===== src/rtl/mem_access_ctrl_if.sv =====
// Data-bus signal bundle between the MEM-stage access controller (master)
// and the data memory / bus fabric (slave).
interface mem_access_ctrl_if;
  logic        bus_req;
  logic        bus_we;
  logic [31:0] bus_addr;
  logic [3:0]  bus_wstrb;
  logic [31:0] bus_wdata;
  logic        bus_ready;
  logic [31:0] bus_rdata;

  modport master (
    output bus_req, bus_we, bus_addr, bus_wstrb, bus_wdata,
    input  bus_ready, bus_rdata
  );

  modport slave (
    input  bus_req, bus_we, bus_addr, bus_wstrb, bus_wdata,
    output bus_ready, bus_rdata
  );
endinterface


===== src/rtl/mem_access_ctrl.sv =====
// MEM-stage data-memory access controller: one bus transaction per load/store,
// store alignment/strobes, load-extension code, AdEL/AdES/DBE reporting, stall.
module mem_access_ctrl #(
  parameter int unsigned TIMEOUT = 255,
  parameter int unsigned CNT_W   = 8
) (
  input  logic        clk,
  input  logic        rstn,
  input  logic        req_valid,
  input  logic        req_we,
  input  logic [1:0]  req_size,
  input  logic        req_signed,
  input  logic [31:0] req_addr,
  input  logic [31:0] req_wdata,
  input  logic        flush,
  output logic        stall,
  output logic        done,
  output logic [31:0] rdata,
  output logic [3:0]  be_out,
  output logic        exc_adel,
  output logic        exc_ades,
  output logic        exc_dbe,
  output logic [31:0] exc_badvaddr,
  mem_access_ctrl_if.master bus
);

  typedef enum logic [1:0] {IDLE, BUS, RESP, EXC} state_t;

  state_t      state, state_nx;
  logic [CNT_W-1:0] cnt;
  logic        we_q, sgn_q, dbe_q;
  logic [1:0]  size_q;
  logic [31:0] addr_q, wdata_q;
  logic        misaligned, timeout_hit;
  logic [3:0]  strb, code;
  logic [31:0] wdata_rep;

  assign misaligned  = (req_size == 2'b11)
                     | ((req_size == 2'b01) & req_addr[0])
                     | ((req_size == 2'b10) & (|req_addr[1:0]));
  assign timeout_hit = (cnt == CNT_W'(TIMEOUT));

  always_ff @(posedge clk or negedge rstn) begin
    if (!rstn) state <= IDLE;
    else       state <= state_nx;
  end

  always_ff @(posedge clk or negedge rstn) begin
    if (!rstn) begin
      cnt     <= '0;
      we_q    <= 1'b0;
      sgn_q   <= 1'b0;
      dbe_q   <= 1'b0;
      size_q  <= '0;
      addr_q  <= '0;
      wdata_q <= '0;
      rdata   <= '0;
    end else begin
      case (state)
        IDLE: begin
          if (req_valid) begin
            addr_q  <= req_addr;
            we_q    <= req_we;
            size_q  <= req_size;
            sgn_q   <= req_signed;
            wdata_q <= req_wdata;
            dbe_q   <= 1'b0;
            cnt     <= '0;
          end
        end
        BUS: begin
          if (!flush) begin
            cnt <= cnt + CNT_W'(1);
            if (bus.bus_ready) rdata <= bus.bus_rdata;
            dbe_q <= timeout_hit & ~bus.bus_ready;
          end
        end
        default: ;
      endcase
    end
  end

  // Store lane steering and load-extension code, all from the latched request
  always_comb begin
    strb      = '0;
    wdata_rep = '0;
    code      = '0;
    if (we_q) begin
      case (size_q)
        2'b00: begin
          strb      = 4'b0001 << addr_q[1:0];
          wdata_rep = {4{wdata_q[7:0]}};
        end
        2'b01: begin
          strb      = addr_q[1] ? 4'b1100 : 4'b0011;
          wdata_rep = {2{wdata_q[15:0]}};
        end
        2'b10: begin
          strb      = 4'b1111;
          wdata_rep = wdata_q;
        end
        default: ;
      endcase
    end else begin
      case (size_q)
        2'b00:   code = {sgn_q, 1'b0, addr_q[1:0]};
        2'b01:   code = {sgn_q, 2'b10, addr_q[1]};
        default: code = {sgn_q, 3'b110};
      endcase
    end
  end

  always_comb begin
    state_nx          = state;
    stall             = 1'b0;
    done              = 1'b0;
    be_out            = '0;
    exc_adel          = 1'b0;
    exc_ades          = 1'b0;
    exc_dbe           = 1'b0;
    exc_badvaddr      = '0;
    bus.bus_req       = 1'b0;
    bus.bus_we        = 1'b0;
    bus.bus_addr      = '0;
    bus.bus_wstrb     = '0;
    bus.bus_wdata     = '0;
    case (state)
      IDLE: begin
        stall = req_valid;
        if (req_valid) state_nx = misaligned ? EXC : BUS;
      end
      BUS: begin
        stall         = 1'b1;
        bus.bus_req   = 1'b1;
        bus.bus_we    = we_q;
        bus.bus_addr  = {addr_q[31:2], 2'b00};
        bus.bus_wstrb = strb;
        bus.bus_wdata = wdata_rep;
        if (bus.bus_ready)    state_nx = RESP;
        else if (timeout_hit) state_nx = EXC;
      end
      RESP: begin
        done     = 1'b1;
        be_out   = code;
        state_nx = IDLE;
      end
      EXC: begin
        exc_dbe      = dbe_q;
        exc_adel     = ~dbe_q & ~we_q;
        exc_ades     = ~dbe_q & we_q;
        exc_badvaddr = addr_q;
        state_nx     = IDLE;
      end
    endcase
    // Flush overrides everything except the stall equation
    if (flush) begin
      state_nx      = IDLE;
      done          = 1'b0;
      be_out        = '0;
      exc_adel      = 1'b0;
      exc_ades      = 1'b0;
      exc_dbe       = 1'b0;
      exc_badvaddr  = '0;
      bus.bus_req   = 1'b0;
      bus.bus_we    = 1'b0;
      bus.bus_addr  = '0;
      bus.bus_wstrb = '0;
      bus.bus_wdata = '0;
    end
  end

endmodule


===== src/flat_wrapper.sv =====
// flat-port wrapper written by rule: the top's interface ports become plain ports
module mem_access_ctrl_flat 
#(
  parameter int unsigned TIMEOUT = 255,
  parameter int unsigned CNT_W   = 8
)
  (clk, rstn, req_valid, req_we, req_size, req_signed, req_addr, req_wdata, flush, stall, done, rdata, be_out, exc_adel, exc_ades, exc_dbe, exc_badvaddr, bus_bus_req, bus_bus_we, bus_bus_addr, bus_bus_wstrb, bus_bus_wdata, bus_bus_ready, bus_bus_rdata);
  mem_access_ctrl_if bus_i ();
  input  logic clk;
  input  logic rstn;
  input  logic req_valid;
  input  logic req_we;
  input  logic [1:0] req_size;
  input  logic req_signed;
  input  logic [31:0] req_addr;
  input  logic [31:0] req_wdata;
  input  logic flush;
  output logic stall;
  output logic done;
  output logic [31:0] rdata;
  output logic [3:0] be_out;
  output logic exc_adel;
  output logic exc_ades;
  output logic exc_dbe;
  output logic [31:0] exc_badvaddr;
  output wire logic [$bits(bus_i.bus_req)-1:0] bus_bus_req;
  output wire logic [$bits(bus_i.bus_we)-1:0] bus_bus_we;
  output wire logic [$bits(bus_i.bus_addr)-1:0] bus_bus_addr;
  output wire logic [$bits(bus_i.bus_wstrb)-1:0] bus_bus_wstrb;
  output wire logic [$bits(bus_i.bus_wdata)-1:0] bus_bus_wdata;
  input wire logic [$bits(bus_i.bus_ready)-1:0] bus_bus_ready;
  input wire logic [$bits(bus_i.bus_rdata)-1:0] bus_bus_rdata;
  assign bus_bus_req = bus_i.bus_req;
  assign bus_bus_we = bus_i.bus_we;
  assign bus_bus_addr = bus_i.bus_addr;
  assign bus_bus_wstrb = bus_i.bus_wstrb;
  assign bus_bus_wdata = bus_i.bus_wdata;
  assign bus_i.bus_ready = bus_bus_ready;
  assign bus_i.bus_rdata = bus_bus_rdata;
  mem_access_ctrl #(.TIMEOUT(TIMEOUT), .CNT_W(CNT_W)) u_core (.clk(clk), .rstn(rstn), .req_valid(req_valid), .req_we(req_we), .req_size(req_size), .req_signed(req_signed), .req_addr(req_addr), .req_wdata(req_wdata), .flush(flush), .stall(stall), .done(done), .rdata(rdata), .be_out(be_out), .exc_adel(exc_adel), .exc_ades(exc_ades), .exc_dbe(exc_dbe), .exc_badvaddr(exc_badvaddr), .bus(bus_i));
endmodule

===== config.mk =====
export PLATFORM = sky130hd
export DESIGN_NAME = mem_access_ctrl_flat
export DESIGN_NICKNAME = d
export VERILOG_FILES = /design/src/rtl/mem_access_ctrl_if.sv /design/src/rtl/mem_access_ctrl.sv /design/src/flat_wrapper.sv
export SDC_FILE = /design/constraint.sdc
export NUM_CORES = 1
export LEC_CHECK = 0
export CORE_MARGIN = 2
export CORE_UTILIZATION = 30
export CTS_CLUSTER_DIAMETER = 120
export DETAILED_ROUTE_END_ITERATION = 8
export PLACE_DENSITY = 0.65
export SLEW_MARGIN = 20
export SYNTH_ARGS = -nofsm -noshare
export SYNTH_HDL_FRONTEND = slang
export SYNTH_SLANG_ARGS = --single-unit

===== constraint.sdc =====
create_clock -name clk -period 2.1 [get_ports clk]
set_clock_uncertainty 0.05 [all_clocks]
set_input_delay 0.315 -clock clk [delete_from_list [all_inputs] [get_ports clk]]
set_output_delay 0.315 -clock clk [all_outputs]
set_load 0.1 [all_outputs]

; Word-level counts from Yosys, hierarchy flattened
; Index checks and enable logic that the tools add are counted.
[op_classes]
n_eq_ne = 13
n_reduce_logical = 9
add_sub_neg = 1
n_shift = 1
n_bitwise = 11
mux = 42
[ops]
columns = operator, count
row1 = $mux W32, 7
row2 = $pmux W32 S3, 1
row3 = $mux W4, 7
row4 = $mux W8, 2
row5 = $pmux W8 S2, 1
row6 = $mux W1, 14
row7 = $pmux W4 S3, 1
row8 = $eq A2 B2 Y1 const B, 5
row9 = $mux W2, 5
row10 = $add A8 B1 Y8 const B, 1
row11 = $eq A8 B8 Y1 const B, 1
row12 = $eq A2 B1 Y1 const B, 3
row13 = $pmux W2 S3, 1
row14 = $pmux W3 S2, 1
row15 = $reduce_and A3 Y1, 2
row16 = $and A1 B1 Y1, 5
row17 = $logic_not A2 Y1, 2
row18 = $ne A2 B2 Y1 const B, 2
row19 = $ne A4 B3 Y1 const B, 1
row20 = $not A1 Y1, 4
row21 = $pmux W1 S2, 2
row22 = $reduce_and A2 Y1, 2
row23 = $reduce_or A2 Y1, 2
row24 = $shl A1 B2 Y4 const A, 1
row25 = 3 further kinds, 4
[totals]
word_cells = 86
register_bits = 111

; Longest topological paths before layout
[logic_depth]
ltp_word = 8
depth_mapped = 6

; Worst setup path before layout
; Ideal clock, no wire load.
[synth_timing]
kind = register to output
from = reg u_core.state[0]
to = out exc_ades
n_path_buf = 0
t_required_ps = 1735
path_slack_ps = -1982
arrival_time_ps = 3717
stages_incl_launch_ff = 3
path_cell_list = dfrtp_1 inv_1 nor4b_1
[synth_via]
elab_chain_len = 3
[synth_rtl]
columns = element, line_no
row1 = from (decl), mem_access_ctrl.sv:29  ; state_t state, state_nx;
row2 = from (signal assigned), mem_access_ctrl.sv:45  ; else state <= state_nx;
row3 = $eq A2 B2 Y1, mem_access_ctrl.sv:127  ; case (state)
row4 = $mux W1, mem_access_ctrl.sv:127
row5 = $mux W1, mem_access_ctrl.sv:156  ; if (flush) begin
row6 = to (decl), flat_wrapper.sv:23  ; output logic exc_ades;
; Every way passes these cells.

; Worst setup path after layout
[layout_timing]
from = reg u_core.state[1]
to = out bus_bus_addr[24]
[layout_via]
elab_chain_len = 3
[layout_rtl]
columns = element, line_no
row1 = $eq A2 B1 Y1, mem_access_ctrl.sv:127
row2 = $mux W32, mem_access_ctrl.sv:127
row3 = $mux W32, mem_access_ctrl.sv:156
row4 = to (decl), flat_wrapper.sv:28  ; output wire logic [$bits(bus_i.bus_addr)-1:0] bus_bus_addr;
; Every way passes these cells.

==> summary.md <==
| Metric | Value |
|---|---|
| Status | `finished with violations` |
| Failing checks | `setup timing` |
| CTS tree | `built` |
| Grt total ovfl | `0` |
| Synth area leaders | `dfrtp_1 (51%), mux2_2 (20%), and2_1 (8.3%)` |
| Worst hold margin | `around 0.34 ns` |
| Unrepaired setup endpoints after global routing | `true` |
| Initial antenna violation count | `0` |
| Switching Share | `0.445` |
| Worst hold start | `flush` |
| Period utilization | `1.05` |
| Clock power share | `0.192` |
| Vias | `around 4,800` |
| Critical path class | `reg2out` |
| Slew HR | `0.662` |
| Port Buf Inserts | `between 200 and 250` |
| Worst setup EP type | `output pin` |
| Fin cells | `approximately 990` |
| Leak pwr | `4.38 nW` |
| Hold Fails Final Rpt | `0` |
| Pwr Total | `about 9 mW` |
| Setup slack, reg-to-reg | `roughly 0.10 ns` |
| Height of the die | `about 140 um` |
| Routed Antenna Nets | `0` |
| Total CTS buffers | `9` |
| Worst R2R Start | `u_core.state[1]$_DFFE_PN0P_` |
| Setup TNS | `-5.57 ns` |
| # clock sinks | `between 100 and 150` |
| Synth top area share | `0.514` |
| FF+latch area | `between 2000 and 3000 um^2` |
| Critical R2R Capture | `u_core.rdata[2]$_DFFE_PN0P_` |
| M2 GR Usage | `0.316` |
| Worst slew pin tran | `0.503 ns` |
| Vias in the first global route | `approximately 4,900` |
| DPL Wire Length | `roughly 13,000 um` |
| Core box area | `about 18,000 um^2` |
| Synth cell types | `40` |
| Yosys reg bits | `about 110` |
| Post-synth EDFFs | `0` |
| GPL Wtd Cong | `slightly above 0.8` |
| Cells after Synth | `between 400 and 500` |
| Top FF cell, synth | `dfrtp_1` |
| Setup WS pre-CTS | `-0.301 ns` |
| Area occupied by multi-input gates | `a little under 3000 um^2` |
| Pin count of the biggest net entering global routing | `46` |
| Std cell rows | `between 40 and 50` |
| Flop pwr share | `0.328` |
| Pins over their slew limit | `0` |
| Met3 global-route usage | `0.0319` |
| Internal power | `5.03 mW` |
| Max_cap viols | `0` |
| Clock edge transition at the registers on the reported setup and hold paths | `around 0.080 ns` |
| Psw | `4.04 mW` |
| Initial Utilization | `0.303` |
| Drt first pass iters | `4` |
| Post-synthesis cell area | `~5400 um^2` |
| Final Net Count | `between 800 and 900` |
| Cell area after layout | `between 10,000 and 15,000 um^2` |
| HP Class | `in2reg` |
| Clk root buf | `clkbuf_16` |
| # diodes | `0` |
| Sequential element share of the synthesized area | `0.514` |
| Placed insts | `between 900 and 1,000` |
| Area Growth Syn to Fin | `96.2%` |
| Critical path arrival | `between 1.5 and 2 ns` |
| First-pass GRT wire length | `between 20,000 and 30,000 um` |
| Busiest grt layer | `met2` |
| Setup violators final | `80` |
| DRT iter0 DRCs | `153` |
| Util after Layout | `0.594` |
| Worst skew pair latency | `approximately 0.35 ns` |
| Placed cell areas | `between 9000 and 10,000 um^2` |
| Fillers | `approximately 1,400` |
| GR Util All Layers | `0.180` |
| Mean routed wirelength per cell | `between 15 and 20 um` |
| DRC errors left | `0` |
| Die ar. | `roughly 19,000 um^2` |
| Die Wd | `between 100 and 150 um` |
| Drt total wl | `about 18,000 um` |
| Crit-path max FO | `13` |
| Peak Freq | `roughly 0.45 GHz` |
| R2R cell count | `6` |
| Critical Path Source Type | `register` |
| Avg Inst Size Synth | `between 10 and 15 um^2` |
| I/O pin cnt | `around 250` |
| Logic pwr share | `0.480` |
| End of the critical path | `bus_bus_addr[24]` |
| Post-synth ARST share | `1.00` |
| Req. time, crit path | `~1.7 ns` |
| Minimum clock period | `2.21 ns` |
| VDD IR max | `between 900 and 1000 uV` |
| Layout cells sized above 1 | `0.555` |
| Pwr dens | `between 800 and 900 nW/um^2` |
| Met1 global-route usage | `0.223` |
| Fin worst setup slack | `-0.106 ns` |
| H-tree depth | `3` |
| Synth Warn # | `0` |
| Crit path from | `u_core.state[1]$_DFFE_PN0P_` |
| Detailed-route vias per instance | `4.80` |
| CTS max path bufs | `2` |
| Dominant cell type by area after synthesis | `dfrtp_1` |
## cell usage after synthesis (all sizes together), types with 2 or more instances
cell	count
o21ai	5
nor3	2
a2bb2oi	16
nand3	3
inv	5
a31o	2
buf	18
nor2b	12
and2	72
or3	2
nor2	43
mux2	99
dfrtp	111
nand2	9
nand2b	6
a21oi	35
nor3b	2
a31oi	2
clkbuf	13
o21a	4
## per-layer routing
layer	vias to the layer above	routed length, um
li1	2203	-
met1	2378	7500
met2	147	9510
met3	27	768
met4	0	442
met5	-	0
## power by group through the flow
| stage | Sequential, mW | Clock (mW) | Combinational (mW) |
|---|---|---|---|
| after floorplan | 4.42 | 0 | 1.50 |
| after global placement | 2.96 | 0 | 4.08 |
| after detailed placement | 2.99 | 0 | 4.15 |
| after CTS | 2.97 | 1.80 | 4.26 |
| after global routing | 3.04 | 1.88 | 4.51 |
| final | 2.98 | 1.74 | 4.35 |
## sequential cells by signal (all words and copies together), names as in the netlist
signal and flops:
u_core.rdata 32, u_core.cnt 8, u_core.dbe_q 1, u_core.we_q 1
u_core.addr_q 32, u_core.size_q 2, u_core.wdata_q 32, u_core.sgn_q 1
u_core.state 2
## placed cells by master (no fill, tap or decap), types with 3 or more instances in the layout
master / count
dfrtp_1: 109
mux2_2: 96
clkdlybuf4s50_1: 102
o21a_4: 4
and2_1: 19
clkinvlp_4: 4
nor2b_2: 6
nor2b_4: 3
and2_4: 45
o21ai_0: 5
a21oi_1: 34
buf_6: 14
buf_4: 52
nor2_1: 12
a2bb2oi_2: 4
nand2b_1: 5
inv_1: 3
nor2_4: 30
a2bb2oi_1: 12
and2_2: 8
mux2_1: 3
nand2_1: 8
clkbuf_16: 13
nand3_1: 3
buf_12: 122
nor2b_1: 3
## worst min-delay path by stage
stage,endpoint,slack (ns),cells after the start
finish,u_core.state[0]$_DFFE_PN0P_,0.34,2
global route,u_core.state[0]$_DFFE_PN0P_,0.36,2
CTS,u_core.state[0]$_DFFE_PN0P_,0.33,2
detailed placement,u_core.addr_q[7]$_DFFE_PN0P_,0.25,1
global placement,u_core.addr_q[7]$_DFFE_PN0P_,0.24,1
floorplan,u_core.addr_q[0]$_DFFE_PN0P_,-0.03,0
## logic make-up (layout without fill, tap and decap cells)
logic type	count (synthesis)	in the layout	synth area share
and+or+nand+nor	155	155	0.158
DFF	111	111	0.514
muxes	99	99	0.206
AOI/OAI and AO/OA	71	71	0.0848
buffers and inverters	36	322	0.0320
adders and majority gates	1	1	0.00232
other	1	2	0.000694
xor gates and xnor gates	1	1	0.00162
## worst max-delay path: stages, from the launching register on
cell and delay [ns]:
dfrtp_1 0.42, nor3b_4 0.25, buf_4 0.18, buf_12 0.14, buf_6 0.14, and2_2 0.18, buf_12 0.17
## what timing repair did
| action | CTS | global route |
|---|---|---|
| gates cloned | 4 | 6 |
| setup endpoints to repair | 105 | 115 |
| resized for setup | 73 | 26 |
| hold buffers | 1 | 0 |
| setup buffers | 9 | 10 |
| endpoints found under the hold margin | 28 | 0 |
| pin swaps | 23 | 15 |
## final cells by class
class                      count  share of cell area
clock inverter                 6             0.00638
clock buffer                  10              0.0216
timing repair buffer         301               0.401
multi-input combinational    329               0.279
inverter                       5             0.00248
sequential                   111               0.262
tap                          229              0.0270
No activity file was read; power rests on OpenSTA's default activity.
